[config.mk]
export PLATFORM = sky130hd
export DESIGN_NAME = secuenciador_rampa
export DESIGN_NICKNAME = d
export VERILOG_FILES = /design/src/rtl/secuenciador_rampa_pkg.sv /design/src/rtl/secuenciador_rampa_contador_dwell.sv /design/src/rtl/secuenciador_rampa.sv
export SDC_FILE = /design/constraint.sdc
export NUM_CORES = 1
export LEC_CHECK = 0
export CORE_ASPECT_RATIO = 0.6
export CORE_MARGIN = 1.5
export CORE_UTILIZATION = 45
export CTS_BUF_LIST = sky130_fd_sc_hd__clkbuf_4
export CTS_CLUSTER_DIAMETER = 120
export CTS_CLUSTER_SIZE = 40
export DETAILED_ROUTE_END_ITERATION = 8
export GPL_TIMING_DRIVEN = 0
export PLACE_DENSITY_LB_ADDON = 0.05
export SLEW_MARGIN = 20
export SYNTH_ARGS = -nofsm -noshare
export SYNTH_HDL_FRONTEND = slang
export SYNTH_SLANG_ARGS = --single-unit
[constraint.sdc]
create_clock -name clk -period 4.25 [get_ports clk]
set_clock_uncertainty 0.2 [all_clocks]
set_input_delay 0.6375 -clock clk [delete_from_list [all_inputs] [get_ports clk]]
set_output_delay 0.6375 -clock clk [all_outputs]
set_load 0.02 [all_outputs]
[src/rtl/secuenciador_rampa_pkg.sv]
// Shared definitions for the motor ramp sequencer: state encoding and
// default dwell times. No ports; imported by secuenciador_rampa.
package secuenciador_rampa_pkg;

  localparam int ST_W = 3;
  typedef logic [ST_W-1:0] estado_t;

  localparam logic [2:0] ST_OFF    = 3'd0;
  localparam logic [2:0] ST_UP30   = 3'd1;
  localparam logic [2:0] ST_UP50   = 3'd2;
  localparam logic [2:0] ST_RUN100 = 3'd3;
  localparam logic [2:0] ST_DN50   = 3'd4;
  localparam logic [2:0] ST_DN30   = 3'd5;
  localparam logic [2:0] ST_FAULT  = 3'd6;

  localparam int DWELL_W_DEF = 16;
  localparam int T30_DEF     = 1000;
  localparam int T50_DEF     = 1000;
  localparam int TDN_DEF     = 500;

  // States that leave on their own after a fixed number of cycles.
  function automatic logic es_dwell(input estado_t s);
    return (s == ST_UP30) || (s == ST_UP50) || (s == ST_DN50) || (s == ST_DN30);
  endfunction

endpackage

[src/rtl/secuenciador_rampa_contador_dwell.sv]
// Dwell counter: counts cycles spent in the current stage and flags the
// terminal count. Saturates at limit, never wraps.
// Ports: clk, reset (sync, active-low), clear (restart from 0),
//        enable (count this cycle), limit (terminal value), tc (cnt == limit).
module contador_dwell #(
  parameter int DWELL_W = 16
) (
  input  logic               clk,
  input  logic               reset,
  input  logic               clear,
  input  logic               enable,
  input  logic [DWELL_W-1:0] limit,
  output logic               tc
);

  logic [DWELL_W-1:0] cnt;

  always_ff @(posedge clk) begin
    if (!reset) begin
      cnt <= '0;
    end else if (clear) begin
      cnt <= '0;
    end else if (enable && (cnt != limit)) begin
      cnt <= cnt + 1'b1;
    end
  end

  assign tc = (cnt == limit);

endmodule

[src/rtl/secuenciador_rampa.sv]
// Motor ramp sequencer: steps a motor through 30% -> 50% -> 100% on start
// (or 30% -> 100% in fast mode) and back down through 50% -> 30% on stop.
// A fault latches until acknowledged.
// Ports: clk, reset (sync, active-low), start, stop, rapido (fast mode,
//        captured on accepted start), fault (level), clear_fault,
//        out_30/out_50/out_100 (one-hot stage select), busy, fault_o.
//
// state  | meaning
// OFF    | motor off, waiting for start
// UP30   | ramp-up, 30% stage, T30 cycles
// UP50   | ramp-up, 50% stage, T50 cycles
// RUN100 | full speed until stop or fault
// DN50   | ramp-down, 50% stage, TDN cycles
// DN30   | ramp-down, 30% stage, TDN cycles
// FAULT  | latched fault, all stages off
module secuenciador_rampa
  import secuenciador_rampa_pkg::*;
#(
  parameter int DWELL_W = DWELL_W_DEF,
  parameter int T30     = T30_DEF,
  parameter int T50     = T50_DEF,
  parameter int TDN     = TDN_DEF
) (
  input  logic clk,
  input  logic reset,
  input  logic start,
  input  logic stop,
  input  logic rapido,
  input  logic fault,
  input  logic clear_fault,
  output logic out_30,
  output logic out_50,
  output logic out_100,
  output logic busy,
  output logic fault_o
);

  if (T30 < 1 || T30 > (2**DWELL_W) - 1) begin : g_chk_t30
    $error("T30 out of range for DWELL_W");
  end
  if (T50 < 1 || T50 > (2**DWELL_W) - 1) begin : g_chk_t50
    $error("T50 out of range for DWELL_W");
  end
  if (TDN < 1 || TDN > (2**DWELL_W) - 1) begin : g_chk_tdn
    $error("TDN out of range for DWELL_W");
  end

  estado_t            state;
  estado_t            state_next;
  logic               mode;
  logic               accept;
  logic               tc;
  logic               cnt_clear;
  logic               cnt_en;
  logic [DWELL_W-1:0] limit;

  // Terminal value is T-1: the counter starts at 0 on entry, so the state
  // is held for exactly T cycles.
  always_comb begin
    limit = '0;
    case (state)
      ST_UP30:          limit = DWELL_W'(T30 - 1);
      ST_UP50:          limit = DWELL_W'(T50 - 1);
      ST_DN50, ST_DN30: limit = DWELL_W'(TDN - 1);
      default:          limit = '0;
    endcase
  end

  assign accept = (state == ST_OFF) && start && !stop && !fault;

  always_comb begin
    state_next = state;
    if (fault) begin
      state_next = ST_FAULT;
    end else begin
      case (state)
        ST_OFF:    if (start && !stop) state_next = ST_UP30;
        ST_UP30: begin
          if (stop)    state_next = ST_OFF;
          else if (tc) state_next = mode ? ST_RUN100 : ST_UP50;
        end
        ST_UP50: begin
          if (stop)    state_next = ST_DN30;
          else if (tc) state_next = ST_RUN100;
        end
        ST_RUN100: if (stop) state_next = ST_DN50;
        ST_DN50:   if (tc) state_next = ST_DN30;
        ST_DN30:   if (tc) state_next = ST_OFF;
        ST_FAULT:  if (clear_fault) state_next = ST_OFF;
        default:   state_next = ST_OFF;
      endcase
    end
  end

  always_ff @(posedge clk) begin
    if (!reset) begin
      state <= ST_OFF;
      mode  <= 1'b0;
    end else begin
      state <= state_next;
      if (accept) mode <= rapido;
    end
  end

  // Any state change restarts the dwell count for the state being entered.
  assign cnt_clear = (state_next != state);
  assign cnt_en    = es_dwell(state);

  contador_dwell #(
    .DWELL_W(DWELL_W)
  ) u_contador_dwell (
    .clk    (clk),
    .reset  (reset),
    .clear  (cnt_clear),
    .enable (cnt_en),
    .limit  (limit),
    .tc     (tc)
  );

  assign out_30  = (state == ST_UP30) || (state == ST_DN30);
  assign out_50  = (state == ST_UP50) || (state == ST_DN50);
  assign out_100 = (state == ST_RUN100);
  assign busy    = es_dwell(state) || (state == ST_RUN100);
  assign fault_o = (state == ST_FAULT);

endmodule

==> flow_summary.toml, run 1 <==
[setup_path]
setup.worst_path.class = "reg -> out"
cp-start-kind = "flop"
crit_arrival_ps = 1990
r2r-end = "u_contador_dwell.cnt[4]$_SDFFE_PP0P_"
regToRegStartpoint = "u_contador_dwell.cnt[0]$_SDFFE_PP0P_"
slowest_stage = "clkdlybuf4s50_1"
crit_chain = "buf_6 -> clkbuf_1 -> xnor2_1 -> nor2_1 -> clkdlybuf4s50_1"
r2r_cells = 7
cpPeakStageDelay_ps = 610
cp-end-kind = "output port"
cp_max_fo = 10
path_buf_inv = 3
cp.required_ps = 3410
crit_family = "buffers and inverters"
reg2reg_slack_ps = 1680

[cts]
path_clk_slew_ps = 110
cts-root-buf = "clkbuf_4"
ctsResizeCount = 0
cts_buffer_depth = 2
numCtsBuffers = 3
htree_num_levels = 1
postCtsSetupBuffers = 0
postCtsHoldBufs = 0
cts_tree = "done"
clock-sinks = 20
clock_latency_ps = 300

[sta]
finalSetupViolCount = 0
fin_crit_ps = 2830
fin_crit_sh = 0.665
relSlewSlack = 0.739
fmax_mhz = 354
worst_pin_slew_ps = 391
hold_viol = 0
rsz0062_at_grt = "false"
hold_slack_ps = 359
fin_tns_setup_ps = 0
finalMaxSlewViolations = 0

[synthesis]
ys_ff_latch = 20
synth_cells = 168
yosys_warnings = 0
syn_nets = 176
async_flop_share = 0
synth_area_mm2 = 0.00136
synth_edf_count = 0
yosysUniqueCellTypes = 47
synth_ff_type = "dfxtp_1"
ys_seq_area_frac = 0.295
synth_area_per_cell_um2 = 8.07

[global_routing]
grt_max_degree = 12
antenna_found_initial = 0
grt_pass1_vias = 1116
grt_usage = 0.212
grt_pass1_wl_um = 5380
grt_overflow_total = 0

[die]
ios = 12
dieHeight_um = 45.5
die_width_um = 73.8
core_area_mm2 = 0.00287
initial_core_util = 0.472
rows = 15
die_area_mm2 = 0.00336

[drt]
drt_iter0_drc = 76
wl_per_cell_um = 14.2
antenna_left = 0
drt_wl_total_um = 3180
vias = 1264
drtPass1Iterations = 4
viasPerCell = 5.64
post-route-drc-count = 0

[placement]
hpwl_um = 2490
routabilityCongestion = 0.846
port_buffers = 10

[power]
power_density_mw_per_mm2 = 299
ir_drop_uv = 129
power.leakage_nw = 0.491

[status]
status = "finished clean"

[cells_and_area]
final_cell_mix = "dfxtp_1, nor3_1, nor2_1, nand2_1, clkdlybuf4s50_1"
diodes = 0
fin_nets = 191
area_delta_synth_final_pct = 13.2
drive_gt1_frac = 0.154
layout_commonest_cell = "dfxtp_1"

[job]
cap_violations = 0

[worst_hold_path]
hold_path_class = "reg -> reg"
holdPathEnd = "mode$_SDFFE_PN0P_"
worstHoldPathCells = 2
min-delay-start = "mode$_SDFFE_PN0P_"
[registers in the layout, indices dropped and copies added, names as in the netlist]
| name | flops |
|---|---|
| mode | 1 |
| state | 3 |
| u_contador_dwell.cnt | 16 |
[report_power, final]
group	switching, W	total, W	internal [W]
sequential	0.00000518	0.000198	0.000193
clock	0.0000596	0.0000939	0.0000343
combinational	0.0000940	0.000166	0.0000721
[tightest hold or removal path, stage by stage (launching register included)]
cell and delay [ps]:
dfxtp_1 330, mux2i_1 130, nor2b_1 60
[metal layers]
layer,up-vias,wire [um],GRT usage
li1,634,-,-
met1,606,1800,0.342
met2,22,1230,0.277
met3,2,144,0.0597
met4,0,4,0.0222
met5,-,0,0
[stage by stage]
step,worst slack [ps],cells,utilization,total power [W],cell area [um2]
2_1_floorplan,1990,168,-,0.000323,1360
3_3_place_gp,1380,220,0.525,0.000364,1510
3_5_place_dp,1320,220,0.525,0.000367,1510
4_1_cts,1430,224,0.534,0.000462,1530
5_1_grt,1230,224,0.534,0.000486,1530
6_report,1420,224,0.534,0.000458,1530
[cell usage after synthesis, drive strengths merged (2+ instances only)]
cell	count	area, um2
a2111oi	2	42.5
a211oi	5	37.5
a21oi	7	50.1
and2	2	12.5
and3	2	12.5
buf	9	75.1
clkbuf	3	13.8
dfxtp	20	400
inv	5	18.8
nand2	14	52.6
nand3	7	35.0
nand3b	2	15.0
nand4	3	18.8
nor2	14	52.6
nor2b	4	25.0
nor3	19	95.1
nor4	2	12.5
o21a	2	15.0
o21ai	9	45.0
o31ai	2	15.0
or3	3	21.3
or3b	3	26.3
or4	2	18.8
xnor2	7	61.3
xor2	7	61.3
[final cells by class]
| class | count | area, um2 |
|---|---|---|
| fillers | 289 | 1340 |
| multi-input cells | 131 | 847 |
| flip-flops and latches | 20 | 400 |
| repair buffers | 10 | 100 |
| plain buffers | 12 | 88.8 |
| well taps | 42 | 52.6 |
| clock buffers | 3 | 22.5 |
| inverters | 5 | 18.8 |
| clock inverters | 1 | 3.75 |
[how the worst max path moves through the flow]
| stage | end | slack (ps) | from | depth (start not counted) |
|---|---|---|---|---|
| 2_1_floorplan | state[0]$_SDFF_PN0_ | 1990 | u_contador_dwell.cnt[8]$_SDFFE_PP0P_ | 7 |
| 3_3_place_gp | u_contador_dwell.cnt[4]$_SDFFE_PP0P_ | 1380 | stop | 7 |
| 3_5_place_dp | u_contador_dwell.cnt[14]$_SDFFE_PP0P_ | 1320 | stop | 7 |
| 4_1_cts | out_100 | 1430 | state[1]$_SDFF_PN0_ | 4 |
| 5_1_grt | out_50 | 1230 | state[1]$_SDFF_PN0_ | 5 |
| 6_report | out_50 | 1420 | state[1]$_SDFF_PN0_ | 5 |
[cells by family (layout without fill, tap and decap cells)]
family	after synthesis	after routing	synth area share
and+or+nand+nor	81	81	0.317
adders and majority gates	1	1	0.00923
buffers and inverters	17	31	0.0794
AOI/OAI and AO/OA	34	34	0.201
DFF	20	20	0.295
muxes	1	1	0.00739
xor gates and xnor gates	14	14	0.0905
(Power assumes the default switching activity.)
==> run 2, diff against run 1 <==
- clock period: 4.25 -> 2.8 ns (I/O delays scaled with it)
==> run 2 against run 1 <==
  * Combinational power rose by 52%
  * Sequential share of layout area barely moved
  * Setup slack got worse by 1200 ps
  * Register-to-register slack got worse by 1500 ps
  * Global-route usage did not move
  * Sequential cell count did not move
  * Utilization barely moved
  * Sequential power rose by 52%
  * Die area did not move
  * Critical path depth rose by 2
  * Count of clock-buffer cells in the layout did not move
  * Critical endpoint is now u_contador_dwell.cnt[12]$_SDFFE_PP0P_
==> flow_summary.toml, run 2 (synthesized netlist as in run 1, its figures left out) <==
[status]
status = "finished clean"

[power]
ir_drop_uv = 198
power_density_mw_per_mm2 = 454
power.leakage_nw = 0.494

[sta]
fin_crit_ps = 2570
relSlewSlack = 0.774
fin_tns_setup_ps = 0
fin_crit_sh = 0.919
fmax_mhz = 389
finalSetupViolCount = 0
hold_viol = 0
hold_slack_ps = 224
worst_pin_slew_ps = 338
finalMaxSlewViolations = 0
rsz0062_at_grt = "false"

[placement]
port_buffers = 10
routabilityCongestion = 0.846
hpwl_um = 2490

[worst_hold_path]
hold_path_class = "in -> reg"

[drt]
wl_per_cell_um = 14.2
drt_wl_total_um = 3190
post-route-drc-count = 0
drtPass1Iterations = 4
viasPerCell = 5.67
antenna_left = 0
vias = 1270
drt_iter0_drc = 76

[die]
core_area_mm2 = 0.00287
rows = 15
ios = 12
die_width_um = 73.8
dieHeight_um = 45.5
die_area_mm2 = 0.00336
initial_core_util = 0.472

[cells_and_area]
diodes = 0
top_register = "u_contador_dwell.cnt"
largest_reg_flops = 16
fin_nets = 191
reg.largest.list = "u_contador_dwell.cnt x16, state x3, mode x1"
area_delta_synth_final_pct = 13.3
drive_gt1_frac = 0.159
layout_commonest_cell = "dfxtp_1"
final_cell_mix = "dfxtp_1, nor3_1, nor2_1, nand2_1, clkdlybuf4s50_1"

[global_routing]
grt_pass1_wl_um = 5380
grt_max_degree = 12
grt_usage = 0.212
grt_pass1_vias = 1116
grt_overflow_total = 0
antenna_found_initial = 0

[setup_path]
cp-end-kind = "flop"
cp-start-kind = "flop"
cpPeakStageDelay_ps = 550
cp.required_ps = 2800
crit_arrival_ps = 2570
cp_max_fo = 10
slowest_stage = "or4_4"
crit_chain = "or4_4 -> nor4b_1 -> o21ai_1 -> a21oi_4 -> a22o_1 -> buf_4 -> nor3_1"
path_buf_inv = 1
setup.worst_path.class = "reg -> reg"
crit_family = "simple AND/OR/NAND/NOR gates"

[job]
cap_violations = 0

[cts]
cts-root-buf = "clkbuf_4"
htree_num_levels = 1
cts_tree = "done"
clock_latency_ps = 300
clock-sinks = 20
numCtsBuffers = 3
cts_buffer_depth = 2
path_clk_slew_ps = 110
## run 2: cell types whose count changed in the layout (fill, tap and decap cells not counted)
cell	before	now
clkbuf_2	2	3
clkbuf_1	1	0
## run 2: layout make-up
| cell class | count | area, um2 |
|---|---|---|
| fillers | 288 | 1340 |
| repair buffers | 10 | 100 |
| inverters | 5 | 18.8 |
| clock inverters | 1 | 3.75 |
| plain buffers | 12 | 90.1 |
| multi-input cells | 131 | 847 |
| flip-flops and latches | 20 | 400 |
| well taps | 42 | 52.6 |
| clock buffers | 3 | 22.5 |
## run 2: worst register-to-register path, stage by stage, from the launching register on
cell and delay (ps):
dfxtp_1 390, or4_4 550, nor4b_1 290, o21ai_1 160
a21oi_4 230, a22o_1 340, buf_4 240, nor3_1 70
## run 2: timing repair
item | in CTS | in global routing
setup buffers | 0 | 0
resized for setup | 0 | 2
hold buffers | 0 | 0
setup endpoints to repair | 0 | 1
hold endpoints to repair | 0 | 0
## run 2: routing by layer
layer | wire length [um] | global-route usage
met1 | 1800 | 0.342
met2 | 1220 | 0.277
met3 | 166 | 0.0597
met4 | 4 | 0.0222
met5 | 0 | 0
## run 2: path summary, 6_finish.rpt
check,cells past startpoint,start,slack [ps],end
setup reg to reg,7,u_contador_dwell.cnt[0]$_SDFFE_PP0P_,230,u_contador_dwell.cnt[12]$_SDFFE_PP0P_
hold / removal,2,fault,220,state[0]$_SDFF_PN0_
hold reg to reg,2,mode$_SDFFE_PN0P_,360,mode$_SDFFE_PN0P_
setup / recovery,7,u_contador_dwell.cnt[0]$_SDFFE_PP0P_,230,u_contador_dwell.cnt[12]$_SDFFE_PP0P_
## run 2: power by group
group	leakage, nW	internal (W)	switching (W)
Clock	0.0154	0.0000520	0.0000909
Sequential	0.162	0.000292	0.00000787
Combinational	0.317	0.000110	0.000144
Total	0.494	0.000454	0.000242
## run 2: through the flow
stage	instance area [um2]	power (W)	utilization	instances	setup WS [ps]
finish	1540	0.000697	0.535	224	227
detailed placement	1510	0.000558	0.525	220	83.7
floorplan	1360	0.000491	-	168	543
CTS	1530	0.000701	0.534	224	193
global placement	1510	0.000553	0.525	220	152
global route	1540	0.000739	0.535	224	5.58
==> run 3, diff against run 2 <==
- HOLD_SLACK_MARGIN: not set -> 0.02
==> results of run 3 <==
Same layout as run 2: the final DEF is identical, and so are final timing and power.
